==> src/rtl/nrs_pkg.sv <==
// nrs_pkg -- shared constants and types for the NRS Gold-sequence generator.
//   NC_DEFAULT : default warm-up offset (shifts before the first output bit)
//   LFSR_LEN   : length of both Gold-sequence LFSRs
//   X1_TAPS    : feedback taps of x1, x1(n+31) = x1(n+3) ^ x1(n)
//   X2_TAPS    : feedback taps of x2, x2(n+31) = x2(n+3) ^ x2(n+2) ^ x2(n+1) ^ x2(n)
//   X1_INIT    : x1 load value, x1(0)=1 and x1(1..30)=0
//   CUR_MASK   : selects the current element (bit 0) of an LFSR state
//   state_t    : generator FSM states
package nrs_pkg;

    localparam int NC_DEFAULT = 1600;
    localparam int LFSR_LEN   = 31;

    // Bit i of a tap mask feeds element n+i into the new element n+31.
    localparam logic [LFSR_LEN-1:0] X1_TAPS  = 31'h0000_0009;
    localparam logic [LFSR_LEN-1:0] X2_TAPS  = 31'h0000_000F;
    localparam logic [LFSR_LEN-1:0] X1_INIT  = 31'h0000_0001;
    localparam logic [LFSR_LEN-1:0] CUR_MASK = 31'h0000_0001;

    typedef enum logic [1:0] {
        IDLE,
        WARMUP,
        OUTPUT,
        DONE
    } state_t;

endpackage

==> src/rtl/nrs_lfsr31.sv <==
// nrs_lfsr31 -- 31-bit Fibonacci LFSR, bit 0 holds the current element.
//   clk      : clock, rising edge
//   rst      : asynchronous active-low reset, clears the state
//   load     : load load_val (takes priority over shift)
//   load_val : value to load
//   shift    : advance the sequence by one element
//   state    : current register contents
module nrs_lfsr31
    import nrs_pkg::*;
#(
    parameter logic [LFSR_LEN-1:0] TAPS = X1_TAPS
) (
    input  logic                clk,
    input  logic                rst,
    input  logic                load,
    input  logic [LFSR_LEN-1:0] load_val,
    input  logic                shift,
    output logic [LFSR_LEN-1:0] state
);

    logic [LFSR_LEN-1:0] state_reg;
    logic [LFSR_LEN-1:0] state_next;

    // Shifting right moves element n+1 into bit 0; the new element n+31
    // enters at the top as the parity of the tapped elements.
    always_comb begin
        state_next = state_reg;
        if (load) begin
            state_next = load_val;
        end else if (shift) begin
            state_next = {^(state_reg & TAPS), state_reg[LFSR_LEN-1:1]};
        end
    end

    always_ff @(posedge clk or negedge rst) begin
        if (!rst) begin
            state_reg <= '0;
        end else begin
            state_reg <= state_next;
        end
    end

    assign state = state_reg;

endmodule

==> src/rtl/nrs_gold_gen.sv <==
// nrs_gold_gen -- Gold-sequence c(n) generator feeding an NRS register.
// After a start, both LFSRs are warmed up by NC shifts, then WIDTH_REG bits
// c(n) = x1(n+NC) ^ x2(n+NC) are written to addresses 0..WIDTH_REG-1.
//   clk     : clock, rising edge
//   rst     : asynchronous active-low reset
//   start   : one-cycle run request (accepted in IDLE)
//   c_init  : x2 initial state, sampled when start is accepted
//   c_n     : Gold-sequence bit (valid with wr_en)
//   wr_en   : downstream register write strobe
//   wr_addr : downstream register write address
//   busy    : high during warm-up and output
//   done    : one-cycle completion pulse
// Build option: define NRS_GOLD_RESTART_EN to let start in WARMUP/OUTPUT
// restart the run from the new c_init (the aborted run gives no done).
module nrs_gold_gen
    import nrs_pkg::*;
#(
    parameter int WIDTH_REG = 16,
    parameter int LINES     = $clog2(WIDTH_REG),
    parameter int NC        = NC_DEFAULT
) (
    input  logic                clk,
    input  logic                rst,
    input  logic                start,
    input  logic [LFSR_LEN-1:0] c_init,
    output logic                c_n,
    output logic                wr_en,
    output logic [LINES-1:0]    wr_addr,
    output logic                busy,
    output logic                done
);

    localparam int WCW = $clog2(NC + 1);
    localparam logic [WCW-1:0]   WARM_LAST = WCW'(NC - 1);
    localparam logic [LINES-1:0] IDX_LAST  = LINES'(WIDTH_REG - 1);

    state_t              state_reg, state_next;
    logic [WCW-1:0]      warm_cnt_reg, warm_cnt_next;
    logic [LINES-1:0]    idx_reg, idx_next;
    logic                load;
    logic                shift;
    logic                cur_bit;
    logic [LFSR_LEN-1:0] x1_state;
    logic [LFSR_LEN-1:0] x2_state;

    nrs_lfsr31 #(.TAPS(X1_TAPS)) u_x1 (
        .clk      (clk),
        .rst      (rst),
        .load     (load),
        .load_val (X1_INIT),
        .shift    (shift),
        .state    (x1_state)
    );

    nrs_lfsr31 #(.TAPS(X2_TAPS)) u_x2 (
        .clk      (clk),
        .rst      (rst),
        .load     (load),
        .load_val (c_init),
        .shift    (shift),
        .state    (x2_state)
    );

    // Current elements of x1 and x2 combined: c = x1[0] ^ x2[0].
    assign cur_bit = ^((x1_state ^ x2_state) & CUR_MASK);

    always_comb begin
        state_next    = state_reg;
        warm_cnt_next = warm_cnt_reg;
        idx_next      = idx_reg;
        load          = 1'b0;
        shift         = 1'b0;
        busy          = 1'b0;
        done          = 1'b0;
        wr_en         = 1'b0;
        wr_addr       = '0;
        c_n           = 1'b0;

        case (state_reg)
            IDLE: begin
                if (start) begin
                    load          = 1'b1;
                    warm_cnt_next = '0;
                    idx_next      = '0;
                    state_next    = WARMUP;
                end
            end
            WARMUP: begin
                busy  = 1'b1;
                shift = 1'b1;
                // Counter runs 0..NC-1, so the NC-th shift is the last one.
                if (warm_cnt_reg == WARM_LAST) begin
                    warm_cnt_next = '0;
                    state_next    = OUTPUT;
                end else begin
                    warm_cnt_next = warm_cnt_reg + WCW'(1);
                end
            end
            OUTPUT: begin
                busy    = 1'b1;
                wr_en   = 1'b1;
                wr_addr = idx_reg;
                c_n     = cur_bit;
                shift   = 1'b1;
                if (idx_reg == IDX_LAST) begin
                    idx_next   = '0;
                    state_next = DONE;
                end else begin
                    idx_next = idx_reg + LINES'(1);
                end
            end
            DONE: begin
                done       = 1'b1;
                state_next = IDLE;
            end
            default: begin
                state_next = IDLE;
            end
        endcase

`ifdef NRS_GOLD_RESTART_EN
        // A mid-run start replaces the run; outputs of this cycle stand.
        if (start && (state_reg == WARMUP || state_reg == OUTPUT)) begin
            load          = 1'b1;
            shift         = 1'b0;
            warm_cnt_next = '0;
            idx_next      = '0;
            state_next    = WARMUP;
        end
`endif
    end

    always_ff @(posedge clk or negedge rst) begin
        if (!rst) begin
            state_reg    <= IDLE;
            warm_cnt_reg <= '0;
            idx_reg      <= '0;
        end else begin
            state_reg    <= state_next;
            warm_cnt_reg <= warm_cnt_next;
            idx_reg      <= idx_next;
        end
    end

endmodule

==> config.mk <==
export PLATFORM = sky130hd
export DESIGN_NAME = nrs_gold_gen
export DESIGN_NICKNAME = d
export VERILOG_FILES = /design/src/rtl/nrs_pkg.sv /design/src/rtl/nrs_lfsr31.sv /design/src/rtl/nrs_gold_gen.sv
export SDC_FILE = /design/constraint.sdc
export NUM_CORES = 1
export LEC_CHECK = 0
export CAP_MARGIN = 20
export CELL_PAD_IN_SITES_DETAIL_PLACEMENT = 1
export CELL_PAD_IN_SITES_GLOBAL_PLACEMENT = 2
export CORE_MARGIN = 2
export CORE_UTILIZATION = 37
export CTS_CLUSTER_DIAMETER = 50
export DETAILED_ROUTE_END_ITERATION = 10
export GPL_TIMING_DRIVEN = 1
export PLACE_DENSITY_LB_ADDON = 0.08
export SYNTH_ARGS = -nofsm -noshare
export SYNTH_HDL_FRONTEND = slang
export SYNTH_SLANG_ARGS = --single-unit
==> constraint.sdc <==
create_clock -name clk -period 2.1 [get_ports clk]
set_input_delay 0.315 -clock clk [delete_from_list [all_inputs] [get_ports clk]]
set_output_delay 0.315 -clock clk [all_outputs]
set_load 0.02 [all_outputs]
==> run_results.csv, run 1 <==
group,metric,value,unit
run_status,status,"completed",
flow_run,cap_violations,0,
pwr,switching_share,39.2,%
layout,final_area,4500,um^2
drt,drt-total-wl,7.57,mm
synth,post-synth-top-area-fraction,53.0,%
drt,wl_per_cell,14.5,um
place,portBuffers,41,
critical_path,start_kind,"flip-flop",
cts,clock-sinks,79,
critical_path,worstReg2RegStart,"state_reg[1]",
synth,synthTopCellsByArea,"dfrtp_1 (53%), mux2i_1 (17%), nand2_1 (4.7%), o21ai_0 (4.7%), nor2_1 (3.1%)",
floorplanning,io_pins,42,
global_route,grt_pass1_wl,13.6,mm
global_route,antenna_found_initial,0,
layout,syn_to_final_growth,20.8,%
global_route,grtUsageTotal,15.7,%
drt,drt_iter0_markers,48,
pwr,p_switching,2650,uW
synth,synth_top_cell_by_area,"dfrtp_1",
place,place_hpwl,5.04,mm
global_route,overflow,0,
layout,drive_gt1_share,8.18,%
critical_path,crit_path_max_fanout,7,
critical_path,reg2reg_to,"warm_cnt_reg[7]",
sta,maxSlewHeadroom,71.0,%
synth,yosysUniqueCellTypes,38,
floorplanning,start_util,38.1,%
cts,clk_path_buf_depth,2,
synth,ys_seq_elements,79,
sta,fmaxAchievable,525,MHz
floorplanning,die_w,104,um
cts,clkTransAtPathRegs,0.08,ns
critical_path,ff2ff_path_depth,5,
drt,ant_nets,0,
sta,slew_viol_final,0,
sta,period_minus_slack,1.91,ns
sta,fin_tns_setup,0,ns
pwr,power.share.clock,14.8,%
synth,syn_inst,346,
floorplanning,rows,36,
synth,yosysSeqAreaShare,53.0,%
synth,syn_area,3730,um^2
cts,cts_tree,"done",
critical_path,worstPathRequired,1.78,ns
floorplanning,die_area,10900,um^2
cts,cts_setup_buffers,0,
layout,multi_input_area,1680,um^2
sta,setup_violations,0,
pwr,vdd_drop_max,0.000940,V
cts,cts_htree_levels,3,
pwr,p_int,4120,uW
sta,rsz0062_at_grt,"no",
sta,clock_skew,0.00481,ns
layout,fill_cells,1109,
pwr,sequentialPowerShare,37.5,%
place,gp_congestion,0.748,
cts,cts_root_buffer,"clkbuf_8",
synth,yosysWarnings,0,
floorplanning,die_height,104,um
layout,nets,428,
synth,synth_fp_nets,387,
critical_path,arrival,1.59,ns
critical_path,ff2ff_setup_slack,0.28,ns
sta,whs,0.418,ns
layout,diodes,0,
critical_path,setup.worst_path.end_class,"output port",
floorplanning,coreArea,9770,um^2
pwr,p_comb_share,47.8,%
pwr,powerDensity,1500,nW/um^2
critical_path,crit_type,"flip-flop to output port",
drt,drc,0,
global_route,grt_start_max_net_pins,66,
sta,worstMarginPinSlew,0.436,ns
drt,num_vias,2612,
layout,seq_area,1980,um^2
hold_path,hold_class,"input port to async pin",
drt,via_per_inst,4.98,
pwr,p_leak,0.00212,uW
sta,finalHoldViolations,0,
cts,clk_latency,0.35,ns
global_route,grt_pass1_vias,2801,
cts,numCtsBuffers,9,
place,place_area,4330,um^2
synth,syn_area_per_cell,10.8,um^2
drt,firstDrtPassIters,4,
sta,fin_crit_sh,90.7,%
## layout make-up
class	instances	share of cell area, %
Clock buffer	12	3.22
Clock inverter	3	0.445
Inverter	2	0.167
Multi-Input combinational cell	245	37.2
Sequential cell	79	43.9
Tap cell	133	3.70
Timing Repair Buffer	50	11.3
## what timing repair did
| item | in CTS | in global routing |
|---|---|---|
| cloned | 0 | 0 |
| hold buffers | 1 | 0 |
| gates resized for setup | 7 | 1 |
| hold endpoints to repair | 26 | 0 |
| setup endpoints to repair | 7 | 1 |
## routing by layer
layer / vias up / track usage, % / part of all wire [%]
met3: 7 / 4.70 / 3.2
met4: 0 / 6.37 / 1.6
met2: 40 / 25.1 / 47
met1: 1280 / 19.8 / 48
li1: 1285 / - / -
met5: - / 0 / 0
## stage by stage
stage / total power [uW] / util [%] / worst slack [ns] / cells
finish: 6760 / 46.1 / 0.195 / 524
global route: 7370 / 46.1 / 0.0804 / 524
CTS: 6900 / 46.0 / 0.0173 / 524
detailed placement: 5890 / 44.3 / 0.222 / 508
global placement: 5790 / 44.3 / 0.248 / 508
floorplan: 4970 / - / 0.348 / 346
## Yosys cell counts, drive strengths merged
master	instances
a211o	1
a211oi	1
a21o	1
a21oi	2
a22o	3
a32o	1
and2	6
and3	2
and4	1
buf	9
clkbuf	11
dfrtp	79
ha	7
inv	2
mux2	1
mux2i	65
nand2	49
nand2b	2
nand3	13
nand3b	1
nand4	2
nand4bb	1
nor2	31
nor2b	2
nor3	1
nor4	1
o21ai	36
o311ai	4
o31ai	3
o41a	1
o41ai	1
or4	1
xnor2	3
xor2	2
## critical path, stage by stage, from the launching register on
cell and delay [ns]:
dfrtp_1 0.40, inv_1 0.09, ha_2 0.24, and2_1 0.16
dlygate4sd2_1 0.33
## worst max path at each step
stage / to / cells past startpoint / start / slack (ns)
global placement: c_n / 4 / state_reg[0] / 0.25
detailed placement: c_n / 4 / state_reg[0] / 0.22
CTS: wr_en / 3 / state_reg[0] / 0.02
floorplan: u_x2.state[21] / 6 / state_reg[1] / 0.35
finish: c_n / 4 / state_reg[0] / 0.19
global route: c_n / 4 / state_reg[0] / 0.08
## power by group through the flow
stage	Clock, uW	Combinational, uW	Sequential (uW)
after floorplan	0	2530	2440
final	1000	3230	2530
after CTS	1050	3300	2540
after global placement	0	3240	2550
after global routing	1120	3610	2630
after detailed placement	0	3320	2570
## placed cells by master (no fill, tap or decap), types with 2 or more instances in the layout
cell,instances
inv_1,2
buf_12,3
clkbuf_8,10
dfrtp_1,79
mux2i_1,65
dlygate4sd2_1,6
nand4_1,2
xnor2_1,3
and3_1,2
clkinvlp_4,2
buf_4,6
nor2_1,31
and2_1,5
nand2_2,2
xor2_1,2
nand2_1,47
nand3_1,11
clkbuf_1,2
nand2b_1,2
a21oi_1,2
o311ai_1,4
ha_1,5
a22o_1,3
clkdlybuf4s50_1,33
nand3_2,2
o21ai_0,35
nor2b_1,2
o31ai_1,3
## kinds of logic after synthesis
family	after synthesis	share of synthesized area (%)
xor+xnor	5	1.18
mux	66	17.9
buf+inv	22	2.45
flops	79	53.0
simple gates	113	13.8
fa+ha+maj	7	2.35
compound gates	54	9.33
Note: power is estimated with default switching activity, not from simulation.
==> inputs of run 2 (changes only) <==
- SKIP_LAST_GASP: unset -> 1
==> results of run 2 <==
Final layout, timing and power as in run 1 (identical DEF).
